--- src/rtl/inst_mem_responder.sv ---
// Instruction memory responder: a small word-addressed instruction store that
// answers fetch requests after a fixed number of wait states, supports abort
// on branch (flush), and is loaded through a dedicated write port.
//
// state | meaning
// IDLE  | no fetch outstanding, ready to accept a request
// BUSY  | fetch accepted, counting down wait states; fetch stage frozen
// DONE  | fetched word presented on instruction, valid pulses this cycle
module inst_mem_responder #(
  parameter int N     = 32,
  parameter int DEPTH = 64,
  parameter int WAIT  = 2
) (
  input  logic                     clk,
  input  logic                     rst,
  input  logic [N-1:0]             pc,
  input  logic                     req,
  input  logic                     flush,
  input  logic                     ld_en,
  input  logic [$clog2(DEPTH)-1:0] ld_addr,
  input  logic [N-1:0]             ld_data,
  output logic [N-1:0]             instruction,
  output logic                     valid,
  output logic                     freeze
);

  localparam int AW = $clog2(DEPTH);
  localparam logic [3:0] WAIT_CNT = 4'(WAIT);

  typedef enum logic [1:0] {IDLE, BUSY, DONE} state_t;

  state_t        r_state;
  state_t        w_state_nxt;
  logic [3:0]    r_cnt;
  logic [3:0]    w_cnt_nxt;
  logic [AW-1:0] r_idx;
  logic [AW-1:0] w_pc_idx;
  logic [AW-1:0] w_rd_idx;
  logic          w_accept;
  logic          w_enter_done;
  logic [N-1:0]  r_instr;
  logic [N-1:0]  r_mem [DEPTH];
  logic          w_unused_pc;

  // Byte address to word index; high bits wrap, byte-offset bits are ignored.
  assign w_pc_idx    = pc[AW+1:2];
  assign w_unused_pc = ^{pc[N-1:AW+2], pc[1:0]};

  // With zero wait states the fetch goes straight to DONE on the accept edge,
  // so the read must use the incoming index rather than the latched one.
  assign w_rd_idx     = w_accept ? w_pc_idx : r_idx;
  assign w_enter_done = (w_state_nxt == DONE);

  // State and wait-state counter register.
  always_ff @(posedge clk or posedge rst) begin
    if (rst) begin
      r_state <= IDLE;
      r_cnt   <= 4'd0;
    end else begin
      r_state <= w_state_nxt;
      r_cnt   <= w_cnt_nxt;
    end
  end

  // Next-state, counter and handshake outputs.
  always_comb begin
    w_state_nxt = r_state;
    w_cnt_nxt   = r_cnt;
    w_accept    = 1'b0;
    valid       = 1'b0;
    freeze      = 1'b0;
    unique case (r_state)
      IDLE: begin
        w_accept = req & ~flush;
      end
      BUSY: begin
        freeze = 1'b1;
        if (flush) begin
          w_state_nxt = IDLE;
          w_cnt_nxt   = 4'd0;
        end else if (r_cnt <= 4'd1) begin
          w_state_nxt = DONE;
          w_cnt_nxt   = 4'd0;
        end else begin
          w_cnt_nxt = r_cnt - 4'd1;
        end
      end
      DONE: begin
        valid       = ~flush;
        w_state_nxt = IDLE;
        w_accept    = req & ~flush;
      end
      default: begin
        w_state_nxt = IDLE;
        w_cnt_nxt   = 4'd0;
      end
    endcase
    if (w_accept) begin
      w_cnt_nxt   = WAIT_CNT;
      w_state_nxt = (WAIT_CNT != 4'd0) ? BUSY : DONE;
    end
  end

  // Latch the word index of an accepted fetch.
  always_ff @(posedge clk or posedge rst) begin
    if (rst) begin
      r_idx <= '0;
    end else if (w_accept) begin
      r_idx <= w_pc_idx;
    end
  end

  // Capture the fetched word on every entry into DONE; holds otherwise.
  always_ff @(posedge clk or posedge rst) begin
    if (rst) begin
      r_instr <= '0;
    end else if (w_enter_done) begin
      r_instr <= r_mem[w_rd_idx];
    end
  end

  // Load port; memory has no reset and reads on the same edge see old data.
  always_ff @(posedge clk) begin
    if (ld_en) begin
      r_mem[ld_addr] <= ld_data;
    end
  end

  assign instruction = r_instr;

endmodule

--- config.mk ---
export PLATFORM = sky130hd
export DESIGN_NAME = inst_mem_responder
export DESIGN_NICKNAME = d
export VERILOG_FILES = /design/src/rtl/inst_mem_responder.sv
export SDC_FILE = /design/constraint.sdc
export NUM_CORES = 2
export LEC_CHECK = 0
export BUFFER_PORTS_ARGS = -buffer_cell sky130_fd_sc_hd__buf_2
export CAP_MARGIN = 20
export CORE_ASPECT_RATIO = 0.8
export CORE_MARGIN = 1.5
export CORE_UTILIZATION = 35
export CTS_BUF_LIST = sky130_fd_sc_hd__clkbuf_4
export CTS_CLUSTER_DIAMETER = 120
export DETAILED_ROUTE_END_ITERATION = 10
export SETUP_SLACK_MARGIN = 0.4
export SKIP_LAST_GASP = 1
export SYNTH_ARGS = -nofsm -noshare
export SYNTH_HDL_FRONTEND = slang
export SYNTH_SLANG_ARGS = --single-unit
--- constraint.sdc ---
create_clock -name clk -period 5.6 [get_ports clk]
set_input_delay 1.12 -clock clk [delete_from_list [all_inputs] [get_ports clk]]
set_output_delay 1.12 -clock clk [all_outputs]
set_load 0.03 [all_outputs]
# Word level (Yosys, flattened, before mapping)

Memory sizes are Yosys's and may differ from the RTL's. A register that Yosys moved wholly into a read port is not among the register bits.
Index checks and enable logic that the tools add are counted.

Flip-flop bits (word level): 12
RAM bits: 2048
Input port bits: 75
Output and inout bits: 34
Logic and storage cells: 28
Memories kept: 1

Memory list:

| memory | words | width | rd ports | clocked after Yosys merged registers in | write ports | RTL line | RTL |
|---|---|---|---|---|---|---|---|
| r_mem  | 64    | 32    | 1        | 1                                       | 1           | 42       | `logic [N-1:0] r_mem [DEPTH];` |

Add/subtract/negate cells: 1
Order comparisons: 1
Eq/ne operators: 4
Muxes and demuxes: 14
Bitwise operators: 2
Reduce and logical (&&, ||, !) cells: 2

Operators by type and width:

| kind                  | number |
|---|---|
| $mux W4               | 3 |
| $pmux W4 S2           | 1 |
| $mux W2               | 3 |
| $mux W6               | 1 |
| $mux W1               | 5 |
| $eq A2 B2 Y1 const B  | 2 |
| $le A4 B1 Y1 const B  | 1 |
| $pmux W2 S2           | 1 |
| $sub A4 B1 Y4 const B | 1 |
| $eq A2 B1 Y1 const B  | 1 |
| $logic_not A2 Y1      | 1 |
| $ne A2 B1 Y1 const B  | 1 |
| $reduce_or A2 Y1      | 1 |
| $and A1 B1 Y1         | 1 |
| $not A1 Y1            | 1 |

# Logic depth before layout (Yosys ltp)

Depth after elaboration: 6
Mapped depth: 12
Gate-level depth less buffers: 8

# Least setup slack after synthesis

OpenSTA, ideal clock, no wires.

Path type: input port to flip-flop
Start point: input port ld_addr[3]
End point: memory r_mem[48][0] (enable)
Library setup time: 0.461 ns
Data arrival time: 3.819 ns
Data required time: 5.139 ns
Path slack: 1.320 ns
Cell stages on the path: 4
Path buffers: 1
Cell sequence: clkbuf_1 > nor2b_1 > nand4b_1 > nor3_1

RTL lines:

| element            | RTL line | RTL |
|---|---|---|
| start: declaration | 20       | `input logic [$clog2(DEPTH)-1:0] ld_addr,` |
| end: declaration   | 42       |  |

No word-level cell before the write port.

# Worst setup path after layout

Start point: input port flush
End point: register r_instr[18] (netlist: instruction[18]) (read register of r_mem)

Cells in the longest elaborated chain, start to end: 5
Elaborated cells between the ends (all ways): 8
Those cells by class: 1 x eq/ne; 5 x mux; 2 x bitwise

Ends and longest elaborated chain:

| element            | RTL line | RTL |
|---|---|---|
| start: declaration | 18       | `input logic flush,` |
| $not A1 Y1         | 74, 91   |  |
| $and A1 B1 Y1      | 74, 91   |  |
| $mux W1            | -        |  |
| $mux W2            | 98       | `if (w_accept) begin` |
| $eq A2 B2 Y1       | 52       | `assign w_enter_done = (w_state_nxt == DONE);` |
| end: declaration   | 41       | `logic [N-1:0] r_instr;` |

Several ways; a longest one is shown, not always the timed one.
A chain may end at the register's enable or synchronous reset.

==> results.txt <==
----------------------------------------------------
[Status]
  Outcome ... finished clean

[Global routing]
  Total track usage ... 20.8%
  Global route total overflow ... 0
  Initial antenna violation count ... 22
  Pin count of the biggest net entering global routing ... 152
  Global-route wire length before repair ... 354000 µm
  Via count of the first global-routing pass ... 50700

[Timing]
  Number of hold violations in the final report ... 0
  Final critical-path share of the clock period ... 73.6%
  Rel. slew slack ... approximately a fifth
  Aggregate negative setup slack ... 0 ns
  Setup repair after global routing missed its margin ... no
  Worst hold slack after final layout ... about 0.11 ns
  Peak clock frequency supported by timing ... 0.243 GHz
  Clk_skew ... 0.186 ns
  Setup Viol. Count Final ... 0
  Slew at the pin with the worst max-slew slack ... 1.19 ns
  Final Max Slew Viols ... 0
  Minimum period implied by the final worst setup slack ... between 4 and 5 ns

[Worst setup path]
  Category of the most critical setup path ... in -> reg
  Data arrival time of the worst path ... 5.42 ns
  R2R Path Start ... r_state[0]
  Worst Path Required ... around 7 ns
  Reg2Reg Setup Slack ... 1.49 ns
  Slowest cell on the critical path ... sky130_fd_sc_hd__o2111ai_1
  Critical Path Source Type ... primary input
  Maximum net fanout on the critical path ... 41
  Capture point of the worst reg-to-reg path ... instruction[18]
  Critical Path Sink Type ... register
  Dominant cell type by count on the critical path ... sky130_fd_sc_hd__buf_4
  Worst Reg2Reg Path Length in Cells ... 10
  Crit path largest cell delay ... 0.63 ns
  Critical path, cell by cell ... dlygate4sd3_1, buf_2, or3b_4, a21oi_4, buf_4, buf_4, buf_4, a21oi_1, a221oi_1, a311oi_1, o2111ai_1, o221a_2

[Final layout]
  Count of nets after finishing ... 6405
  Proportion of layout cells with a drive suffix above 1 ... between 10% and 20%
  Number of fill cells in the layout ... 21300
  Post-synthesis to final-layout area growth ... 14.0%

[Worst hold path]
  Hold wc startpoint ... ld_data[13]
  Hold depth ... 1
  Hold Path Sink ... r_mem[15][13]
  Worst hold-check path type ... in -> reg

[Yosys]
  Net count of the mapped netlist ... 5999
  Most used flip-flop cell after synthesis ... sky130_fd_sc_hd__edfxtp_1
  Share of flip-flops with an asynchronous set or reset after synthesis ... 2.10%
  Largest cells by area after synthesis ... sky130_fd_sc_hd__edfxtp_1 (76%), sky130_fd_sc_hd__nand2_1 (8.2%), sky130_fd_sc_hd__nand3_1 (3.7%), sky130_fd_sc_hd__a21oi_1 (1.6%), sky130_fd_sc_hd__nand4_1 (1.5%)
  Library cell with the largest summed area after synthesis ... sky130_fd_sc_hd__edfxtp_1
  Leading cell type by number of instances after synthesis ... sky130_fd_sc_hd__edfxtp_1
  Count of different cell masters after synthesis ... 46
  Seq cells post-synth ... 2092
  Synthesized area ... about 81000 µm²
  YS warnings ... 0
  Post-synth EDFFs ... 2048
  Sequential fraction of the synthesis area ... a little under 80%
  Post-synth top area share ... 75.9%
  Commonest cells post-synth ... sky130_fd_sc_hd__edfxtp_1 (2048), sky130_fd_sc_hd__nand2_1 (1764), sky130_fd_sc_hd__nand3_1 (603), sky130_fd_sc_hd__a21oi_1 (253), sky130_fd_sc_hd__nand4_1 (188)
  Synthesized area per cell ... 13.7 µm²
  Number of cells produced by synthesis ... 5922

[Clock network]
  CTS tree ... yes
  Clock latency of the later-clocked register in the worst-skew pair ... 1.42 ns
  CTS Buf Count ... 497
  Clock edge transition at the registers on the reported setup and hold paths ... roughly 0.070 ns
  Buffer depth of the longest clock path ... 4
  CTS sink cnt ... 2092
  H-tree levels ... 5
  Clock root buffer ... sky130_fd_sc_hd__clkbuf_4
  Post-CTS setup buffer count ... 0

[Power]
  Worst vdd rail ir drop ... 0.209 mV
  LEAKAGE ... about 0.031 µW
  Power per Cell Area ... between 400 and 500 nW/µm²
  Total power consumption of the routed design ... 38200 µW

[Floorplanning]
  Die height ... 433 µm
  Starting density of the core ... 35.3%
  Rows ... 157
  X dimension of the die ... 541 µm
  Floorplan core area ... ~230000 µm²
  Num ports ... 109
  Die area ... around 230000 µm²

[Drt]
  Routed wire length per instance ... 25.5 µm
  Count of vias placed by the detailed router ... 53600
  Count of antenna-violating nets left after detailed routing ... 0
  Final wirelength ... 249000 µm
  Detailed-router iteration count before antenna repair ... 6
  Via/cell ratio ... 5.50
  Iteration-0 DRC Markers ... 7881
  DR DRC count ... 0

[Place]
  Count of port buffers added during placement ... 82
  Placer Congestion ... 0.825
  HPWL after DPL ... around 140000 µm

[Run]
  Maximum capacitance violations ... 0

----------------------------------------------------
-- per-layer routing --
| metal | track usage (%) | up-vias | wire length (µm) |
|---|---|---|---|
| li1 | - | 23300 | - |
| met1 | 29.7 | 26800 | 104000 |
| met2 | 31.4 | 3123 | 111000 |
| met3 | 4.84 | 392 | 27800 |
| met4 | 6.36 | 2 | 5730 |
| met5 | 0 | - | 17 |
-- layout by cell type (no fill, tap or decap), types with 83 or more instances in the layout --
| cell | count |
|---|---|
| sky130_fd_sc_hd__edfxtp_1 | 2048 |
| sky130_fd_sc_hd__nand2_1 | 1760 |
| sky130_fd_sc_hd__clkbuf_4 | 738 |
| sky130_fd_sc_hd__nand3_1 | 603 |
| sky130_fd_sc_hd__a21oi_1 | 253 |
| sky130_fd_sc_hd__nand4_1 | 188 |
| sky130_fd_sc_hd__buf_4 | 171 |
| sky130_fd_sc_hd__a31oi_1 | 168 |
| sky130_fd_sc_hd__clkinv_1 | 121 |
| sky130_fd_sc_hd__a221oi_1 | 95 |
| sky130_fd_sc_hd__buf_2 | 83 |
-- repair_timing --
item                                   4_1_cts  5_1_grt
endpoints found under the hold margin       46        0
hold buffers                                 3        0
resized for setup                            0        0
-- layout make-up --
type                       instances  area (µm²)  share of cell area [%]
clock buffer                     737        5530                    5.99
sequential                      2092       62600                    67.8
clock inverter                   144         639                   0.692
inverter                          38         158                   0.171
tap                             3021        3780                    4.09
multi-input combinational       3401       17100                    18.5
timing repair buffer             298        2540                    2.75
antenna                           10        25.0                  0.0271
-- registers in the layout (all words and copies together), names as in the netlist --
signal,count
r_mem,2048
instruction,32
r_idx,6
r_cnt,4
r_state,2
-- cell families after synthesis --
group                    Yosys count  synth area share (%)
flip-flops                      2092                  77.3
adder cells (fa/ha/maj)            2                0.0309
buffers and inverters            429                  2.32
multiplexers                      23                 0.357
AO/OA/AOI/OAI                    716                  6.04
AND/OR/NAND/NOR                 2658                  13.9
XOR/XNOR                           2                0.0216
-- worst max-delay path by stage --
stage | from | end | slack (ns) | cells after the start
detailed placement | flush | instruction[31] | 0.73 | 10
CTS | r_state[0] | instruction[31] | 1.53 | 9
global placement | flush | instruction[31] | 0.73 | 10
floorplan | ld_addr[3] | r_mem[48][0] | 1.32 | 4
global route | r_state[0] | instruction[18] | 1.36 | 10
finish | flush | instruction[18] | 1.48 | 12
-- critical path, delay by kind of cell --
| family | cells | cell delay, ns |
|---|---|---|
| buffers and inverters | 5 | 1.87 |
| AO/OA/AOI/OAI | 6 | 1.87 |
| AND/OR/NAND/NOR | 1 | 0.51 |
-- through the flow --
stage | instances | cell area [µm²] | worst slack, ns | utilization (%)
final | 9741 | 92400 | 1.48 | 40.3
after global routing | 9738 | 92400 | 1.36 | 40.3
after CTS | 9725 | 92200 | 1.53 | 40.2
after detailed placement | 8841 | 86000 | 0.726 | 37.5
after global placement | 8839 | 86000 | 0.728 | 37.5
after floorplan | 5922 | 81000 | 1.32 | -
-- report_power, final --
part | total, µW | internal (µW) | switching [µW]
Clock | 12200 | 6130 | 6050
Combinational | 8270 | 2170 | 6100
Sequential | 17700 | 17400 | 283
Total | 38200 | 25700 | 12400
No activity file was read; power rests on OpenSTA's default activity.
